## config.mk

```make
export PLATFORM = sky130hd
export DESIGN_NAME = ov5640_init_sequencer
export DESIGN_NICKNAME = d
export VERILOG_FILES = /design/src/rtl/ov5640_cfg_pkg.sv /design/src/rtl/init_delay_timer.sv /design/src/rtl/ov5640_init_sequencer.sv
export SDC_FILE = /design/constraint.sdc
export NUM_CORES = 1
export LEC_CHECK = 0
export BUFFER_PORTS_ARGS = -buffer_cell sky130_fd_sc_hd__buf_2
export CORE_MARGIN = 1
export CORE_UTILIZATION = 32
export DETAILED_ROUTE_END_ITERATION = 16
export SLEW_MARGIN = 20
export SYNTH_ARGS = -nofsm -noshare
export SYNTH_HDL_FRONTEND = slang
export SYNTH_SLANG_ARGS = --single-unit
export TNS_END_PERCENT = 100
```

## constraint.sdc

```tcl
create_clock -name clk -period 2.8 [get_ports clk]
set_input_delay 0.28 -clock clk [delete_from_list [all_inputs] [get_ports clk]]
set_output_delay 0.28 -clock clk [all_outputs]
set_load 0.01 [all_outputs]
```

## src/rtl/ov5640_cfg_pkg.sv

```systemverilog
// Shared definitions for the OV5640 init sequencer: FSM encoding, soft-reset
// register identity and init-table entry layout.
package ov5640_cfg_pkg;

    typedef enum logic [3:0] {
        S_IDLE,
        S_PWR_WAIT,
        S_FETCH0,
        S_FETCH1,
        S_REQ,
        S_WAIT_DONE,
        S_RST_WAIT,
        S_NEXT,
        S_DONE,
        S_ERROR
    } seq_state_t;

    localparam int          ENTRY_W        = 24;
    localparam int          ENT_ADDR_HI    = 23;
    localparam int          ENT_ADDR_LO    = 8;
    localparam int          ENT_DATA_HI    = 7;
    localparam int          ENT_DATA_LO    = 0;
    localparam logic [15:0] SOFT_RESET_REG = 16'h3008;
    localparam int          SOFT_RESET_BIT = 7;

    function automatic logic [15:0] entry_addr(input logic [ENTRY_W-1:0] e);
        return e[ENT_ADDR_HI:ENT_ADDR_LO];
    endfunction

    function automatic logic [7:0] entry_data(input logic [ENTRY_W-1:0] e);
        return e[ENT_DATA_HI:ENT_DATA_LO];
    endfunction

    function automatic int max2(input int a, input int b);
        return (a > b) ? a : b;
    endfunction

endpackage

```

## src/rtl/init_delay_timer.sv

```systemverilog
// Load / count-down / expire counter shared by the power-up and soft-reset waits.
module init_delay_timer #(
    parameter int WIDTH = 20
) (
    input  logic             clk,
    input  logic             rst,
    input  logic             i_load,
    input  logic [WIDTH-1:0] i_value,
    output logic             o_expired
);

    logic [WIDTH-1:0] r_cnt;

    always_ff @(posedge clk or posedge rst) begin
        if (rst) begin
            r_cnt <= '0;
        end else if (i_load) begin
            r_cnt <= i_value;
        end else if (r_cnt != '0) begin
            r_cnt <= r_cnt - 1'b1;
        end
    end

    // Loading N-1 makes the wait state last exactly N cycles.
    assign o_expired = (r_cnt == '0);

endmodule

```

## src/rtl/ov5640_init_sequencer.sv

```systemverilog
// Walks the OV5640 init table ROM, issuing one SCCB write per entry with
// power-up / soft-reset waits and bounded NACK retries.
module ov5640_init_sequencer
    import ov5640_cfg_pkg::*;
#(
    parameter int TABLE_SIZE    = 252,
    parameter int ADDR_WIDTH    = 8,
    parameter int POWERUP_DELAY = 1_000_000,
    parameter int RESET_DELAY   = 250_000,
    parameter int MAX_RETRY     = 3
) (
    input  logic                  clk,
    input  logic                  rst,
    input  logic                  start,
    output logic [ADDR_WIDTH-1:0] rom_addr,
    input  logic [ENTRY_W-1:0]    rom_q,
    output logic                  wr_req,
    output logic [15:0]           wr_reg_addr,
    output logic [7:0]            wr_data,
    input  logic                  wr_ack,
    input  logic                  wr_done,
    input  logic                  wr_nack,
    output logic                  busy,
    output logic                  init_done,
    output logic                  error,
    output logic [ADDR_WIDTH-1:0] err_index
);

    localparam int DLY_MAX = max2(POWERUP_DELAY, RESET_DELAY);
    localparam int CNT_W   = (DLY_MAX > 1) ? $clog2(DLY_MAX) : 1;
    localparam int RTY_W   = (MAX_RETRY > 0) ? $clog2(MAX_RETRY + 1) : 1;

    localparam logic [CNT_W-1:0]      PWR_LOAD = CNT_W'((POWERUP_DELAY > 0) ? POWERUP_DELAY - 1 : 0);
    localparam logic [CNT_W-1:0]      RST_LOAD = CNT_W'((RESET_DELAY > 0) ? RESET_DELAY - 1 : 0);
    localparam logic [ADDR_WIDTH-1:0] LAST_IDX = ADDR_WIDTH'(TABLE_SIZE - 1);
    localparam logic [RTY_W-1:0]      RTY_MAX  = RTY_W'(MAX_RETRY);

    seq_state_t             r_state, w_state_n;
    logic [ADDR_WIDTH-1:0]  r_idx;
    logic [RTY_W-1:0]       r_retry;
    logic                   r_wr_req, r_busy, r_init_done, r_error;
    logic [15:0]            r_wr_reg_addr;
    logic [7:0]             r_wr_data;
    logic [ADDR_WIDTH-1:0]  r_err_index;

    logic                   w_tmr_load, w_tmr_exp;
    logic [CNT_W-1:0]       w_tmr_val;
    logic                   w_start_ok, w_capture, w_idx_inc;
    logic                   w_retry_inc, w_retry_clr, w_set_err;
    logic                   w_is_soft_rst;

    init_delay_timer #(.WIDTH(CNT_W)) u_timer (
        .clk       (clk),
        .rst       (rst),
        .i_load    (w_tmr_load),
        .i_value   (w_tmr_val),
        .o_expired (w_tmr_exp)
    );

    assign w_is_soft_rst = (r_wr_reg_addr == SOFT_RESET_REG) && r_wr_data[SOFT_RESET_BIT];

    always_comb begin
        w_state_n   = r_state;
        w_tmr_load  = 1'b0;
        w_tmr_val   = PWR_LOAD;
        w_start_ok  = 1'b0;
        w_capture   = 1'b0;
        w_idx_inc   = 1'b0;
        w_retry_inc = 1'b0;
        w_retry_clr = 1'b0;
        w_set_err   = 1'b0;
        case (r_state)
            S_IDLE, S_DONE, S_ERROR: begin
                if (start) begin
                    w_state_n  = S_PWR_WAIT;
                    w_tmr_load = 1'b1;
                    w_start_ok = 1'b1;
                end
            end
            S_PWR_WAIT: if (w_tmr_exp) w_state_n = S_FETCH0;
            S_FETCH0:   w_state_n = S_FETCH1;
            S_FETCH1: begin
                w_capture = 1'b1;
                w_state_n = S_REQ;
            end
            S_REQ: if (wr_ack) w_state_n = S_WAIT_DONE;
            S_WAIT_DONE: begin
                // A NACK outranks a coincident done; retries reuse the captured entry.
                if (wr_nack) begin
                    if (r_retry < RTY_MAX) begin
                        w_retry_inc = 1'b1;
                        w_state_n   = S_REQ;
                    end else begin
                        w_set_err = 1'b1;
                        w_state_n = S_ERROR;
                    end
                end else if (wr_done) begin
                    w_retry_clr = 1'b1;
                    if (w_is_soft_rst) begin
                        w_tmr_load = 1'b1;
                        w_tmr_val  = RST_LOAD;
                        w_state_n  = S_RST_WAIT;
                    end else begin
                        w_state_n = S_NEXT;
                    end
                end
            end
            S_RST_WAIT: if (w_tmr_exp) w_state_n = S_NEXT;
            S_NEXT: begin
                if (r_idx == LAST_IDX) begin
                    w_state_n = S_DONE;
                end else begin
                    w_idx_inc = 1'b1;
                    w_state_n = S_FETCH0;
                end
            end
            default: w_state_n = S_IDLE;
        endcase
    end

    always_ff @(posedge clk or posedge rst) begin
        if (rst) begin
            r_state       <= S_IDLE;
            r_idx         <= '0;
            r_retry       <= '0;
            r_wr_req      <= 1'b0;
            r_busy        <= 1'b0;
            r_init_done   <= 1'b0;
            r_error       <= 1'b0;
            r_wr_reg_addr <= '0;
            r_wr_data     <= '0;
            r_err_index   <= '0;
        end else begin
            r_state     <= w_state_n;
            // Status outputs are decoded from the next state so they stay registered.
            r_wr_req    <= (w_state_n == S_REQ);
            r_busy      <= !(w_state_n inside {S_IDLE, S_DONE, S_ERROR});
            r_init_done <= (w_state_n == S_DONE);
            r_error     <= (w_state_n == S_ERROR);
            if (w_start_ok) begin
                r_idx   <= '0;
                r_retry <= '0;
            end
            if (w_idx_inc)   r_idx   <= r_idx + 1'b1;
            if (w_retry_inc) r_retry <= r_retry + 1'b1;
            if (w_retry_clr) r_retry <= '0;
            if (w_capture) begin
                r_wr_reg_addr <= entry_addr(rom_q);
                r_wr_data     <= entry_data(rom_q);
            end
            if (w_set_err) r_err_index <= r_idx;
        end
    end

    assign rom_addr    = r_idx;
    assign wr_req      = r_wr_req;
    assign wr_reg_addr = r_wr_reg_addr;
    assign wr_data     = r_wr_data;
    assign busy        = r_busy;
    assign init_done   = r_init_done;
    assign error       = r_error;
    assign err_index   = r_err_index;

endmodule

```

==> flow_summary_export.csv <==
group,metric,value,unit
run_status,outcome,"completed",
setup_path,crit_arrival,2680,ps
finish,multi_input_area,1463,um2
flow_run,max_cap_violations,0,
sta,hold_viol,0,
sta,rsz0062_at_grt,"false",
pwr,cellLeakagePower,1.862,nW
die,die_h,103.7,um
die,io_pins,74,
synth,ys_top_cells_by_area,"dfrtp_1 (53%), mux2_2 (11%), xnor2_1 (3.2%)",
setup_path,path_class,"reg2reg",
sta,max_slew.worst_pin.slew,582.1,ps
setup_path,r2r-end,"u_timer.r_cnt[10]",
clock_network,cts_max_level,3,
place,gp_congestion,0.7547,
synth,post_synth.cell_area_avg,11.29,um2
die,core,9910,um2
synth,synthArstFlopShare,100.0,%
clock_network,cts_max_path_buffers,2,
sta,final.period_utilization,87.96,%
min_path,hold_path.class,"in2async",
clock_network,numClockSinks,70,
sta,finalSetupViolations,0,
synth,synth_top_area_cell,"dfrtp_1",
sta,fin_skew,5.465,ps
finish,drive_gt1_share,35.66,%
die,row_count,36,
finish,synthToLayoutAreaGrowth,20.58,%
setup_path,crit_path_end_kind,"flip-flop",
grt,groute.usage.overall,13.91,%
setup_path,worstPathMaxFanout,5,
sta,slew_viol_final,0,
grt,grt_start_max_net_pins,45,
synth,ys_seq_elements,70,
synth,synth.distinct_cells,54,
grt,grt_pass1_vias,2521,
detailed_routing,final_antenna_net_count,0,
clock_network,cts_tree,"built",
detailed_routing,viasPerCell,4.921,
synth,yosysTopAreaCellShare,52.95,%
grt,grt_overflow,0,
detailed_routing,first_pass_iters,4,
synth,ys_warn_count,0,
grt,grt_pass1_wl,12160,um
finish,fillers,1009,
finish,finish.utilization,40.25,%
die,fp.dieArea,10750,um2
detailed_routing,vias,2490,
synth,synth_flop_cell,"dfrtp_1",
place,numPortBuffers,73,
synth,synth_fp_nets,327,
pwr,vdd_drop_max,544.5,uV
clock_network,postCtsResizedCells,0,
sta,period_needed,2463,ps
setup_path,worstPathRequired,3020,ps
detailed_routing,wl,7055,um
clock_network,cts-root-buf,"clkbuf_8",
clock_network,path_clk_slew,70,ps
die,die_w,103.7,um
sta,maxSlewHeadroom,60.19,%
setup_path,r2r-start,"u_timer.r_cnt[6]",
place,place_hpwl,5008,um
setup_path,startpoint_type,"flip-flop",
detailed_routing,avgRoutedWirePerCell,13.94,um
die,start_util,33.38,%
synth,synth_edf_count,0,
clock_network,cts_made_buffers,9,
detailed_routing,drt_iter0_drc,160,
clock_network,insertion_delay,340,ps
pwr,power_density,859.3,nW/um2
setup_path,rrSetupSlack,340,ps
finish,diodes,0,
detailed_routing,drc,0,
synth,synth_seq_area_share,52.95,%
synth,syn-instance-count,293,
finish,seqCellArea,1752,um2
synth,synthesis.area,3308,um2
sta,fin_tns_setup,0,ps
finish,final_net_count,404,
grt,antenna_found_initial,0,
setup_path,worstRegToRegCells,5,
sta,max_freq,406.0,MHz
clock_network,hold_buffers,0,
clock_network,post_cts_buffers,0,
[worst max-delay path by stage]
stage                 startpoint                end  slack (ps)
6_report        u_timer.r_cnt[6]  u_timer.r_cnt[10]         340
5_1_grt        u_timer.r_cnt[10]               busy         160
4_1_cts         u_timer.r_cnt[6]  u_timer.r_cnt[10]         350
3_5_place_dp    u_timer.r_cnt[6]  u_timer.r_cnt[10]         360
3_3_place_gp    u_timer.r_cnt[0]               busy         420
2_1_floorplan   u_timer.r_cnt[0]               busy         360
[logic make-up after synthesis]
logic type	Yosys count	synth area share [%]
and+or+nand+nor	95	16.53
muxes	34	11.65
adders and majority gates	4	1.513
xor gates and xnor gates	15	3.971
AOI/OAI and AO/OA	53	10.40
buffers and inverters	22	2.988
DFF	70	52.95
[cell usage in the layout, fill, tap and decap left out, drive strengths merged, types with 3 or more instances in the layout]
cell type | synthesis | final
buf | 3 | 78
dfrtp | 70 | 70
mux2 | 33 | 33
nand2 | 19 | 19
o21ai | 19 | 19
nor2 | 16 | 16
xnor2 | 12 | 12
clkbuf | 9 | 12
a21oi | 10 | 10
inv | 10 | 10
nor3 | 10 | 10
nand3 | 6 | 6
nor4 | 5 | 5
and2 | 5 | 5
nand2b | 4 | 4
ha | 4 | 4
and3 | 4 | 4
or3 | 4 | 4
nand4 | 3 | 3
nor2b | 3 | 3
o211ai | 3 | 3
xor2 | 3 | 3
or4 | 3 | 3
[worst max-delay path: stages, from the launching register on]
cell and delay, ps:
dfrtp_1 390, or4_4 590, or3_2 540, a2111oi_0 580, xnor2_1 190, nor2_1 60
[per-stage QoR]
step / power, mW / setup slack [ps] / hold slack, ps / cell area [um2] / cells
after CTS: 3.478 / 346.2 / 20.91 / 3989 / 506
after floorplan: 2.345 / 355.5 / 366.7 / 3308 / 293
final: 3.427 / 337.2 / 4.441 / 3989 / 506
after global routing: 3.682 / 160.5 / 42.08 / 3989 / 506
after detailed placement: 2.773 / 364.5 / 394.1 / 3834 / 492
after global placement: 2.732 / 424.7 / 381.1 / 3834 / 492
[layer usage]
metal	global-route usage [%]	part of all wire [%]	vias up	wire (um)
li1	-	-	1217	-
met1	18.19	48	1196	3363
met2	22.15	45	67	3203
met3	4.342	5.7	10	403
met4	3.980	1.2	0	85
met5	0	0	-	0
[power breakdown]
group	total (mW)	leakage [nW]	switching, mW	internal [mW]
clock network	0.684	0.0821	0.350	0.334
logic	1.14	0.910	0.566	0.571
registers	1.61	0.870	0.280	1.33
[state kept, by name (all words and copies together), names as in the netlist]
name           count
rom_addr           8
error              1
wr_reg_addr       16
busy               1
err_index          8
r_retry            2
init_done          1
u_timer.r_cnt     20
r_state            4
wr_req             1
wr_data            8
[cell type report]
type,instances,share of cell area [%]
clock buffers,12,3.639
clock inverters,2,0.2509
inverters,10,0.9410
multi-input cells,201,36.67
flip-flops and latches,70,43.91
well taps,133,4.172
repair buffers,78,10.41
[cells in the mapped netlist, types with 2 or more instances]
master     count
a211oi_1       2
a21boi_0       2
a21oi_1       10
a311oi_1       2
a31oi_1        2
and2_1         5
and3_1         3
and4b_1        2
buf_6          2
clkbuf_1       9
dfrtp_1       70
ha_1           4
inv_1         10
mux2_2        32
nand2_1       19
nand2b_1       4
nand3_1        6
nand4_1        3
nand4bb_1      2
nor2_1        16
nor2b_1        3
nor3_1         9
nor4_1         5
o211ai_1       3
o21ai_0       19
o311ai_0       2
o31ai_1        2
o41ai_1        2
or3_1          2
or3_2          2
or4_1          2
or4b_1         2
xnor2_1       12
xor2_1         3
Power figures use the tool's default switching activity.
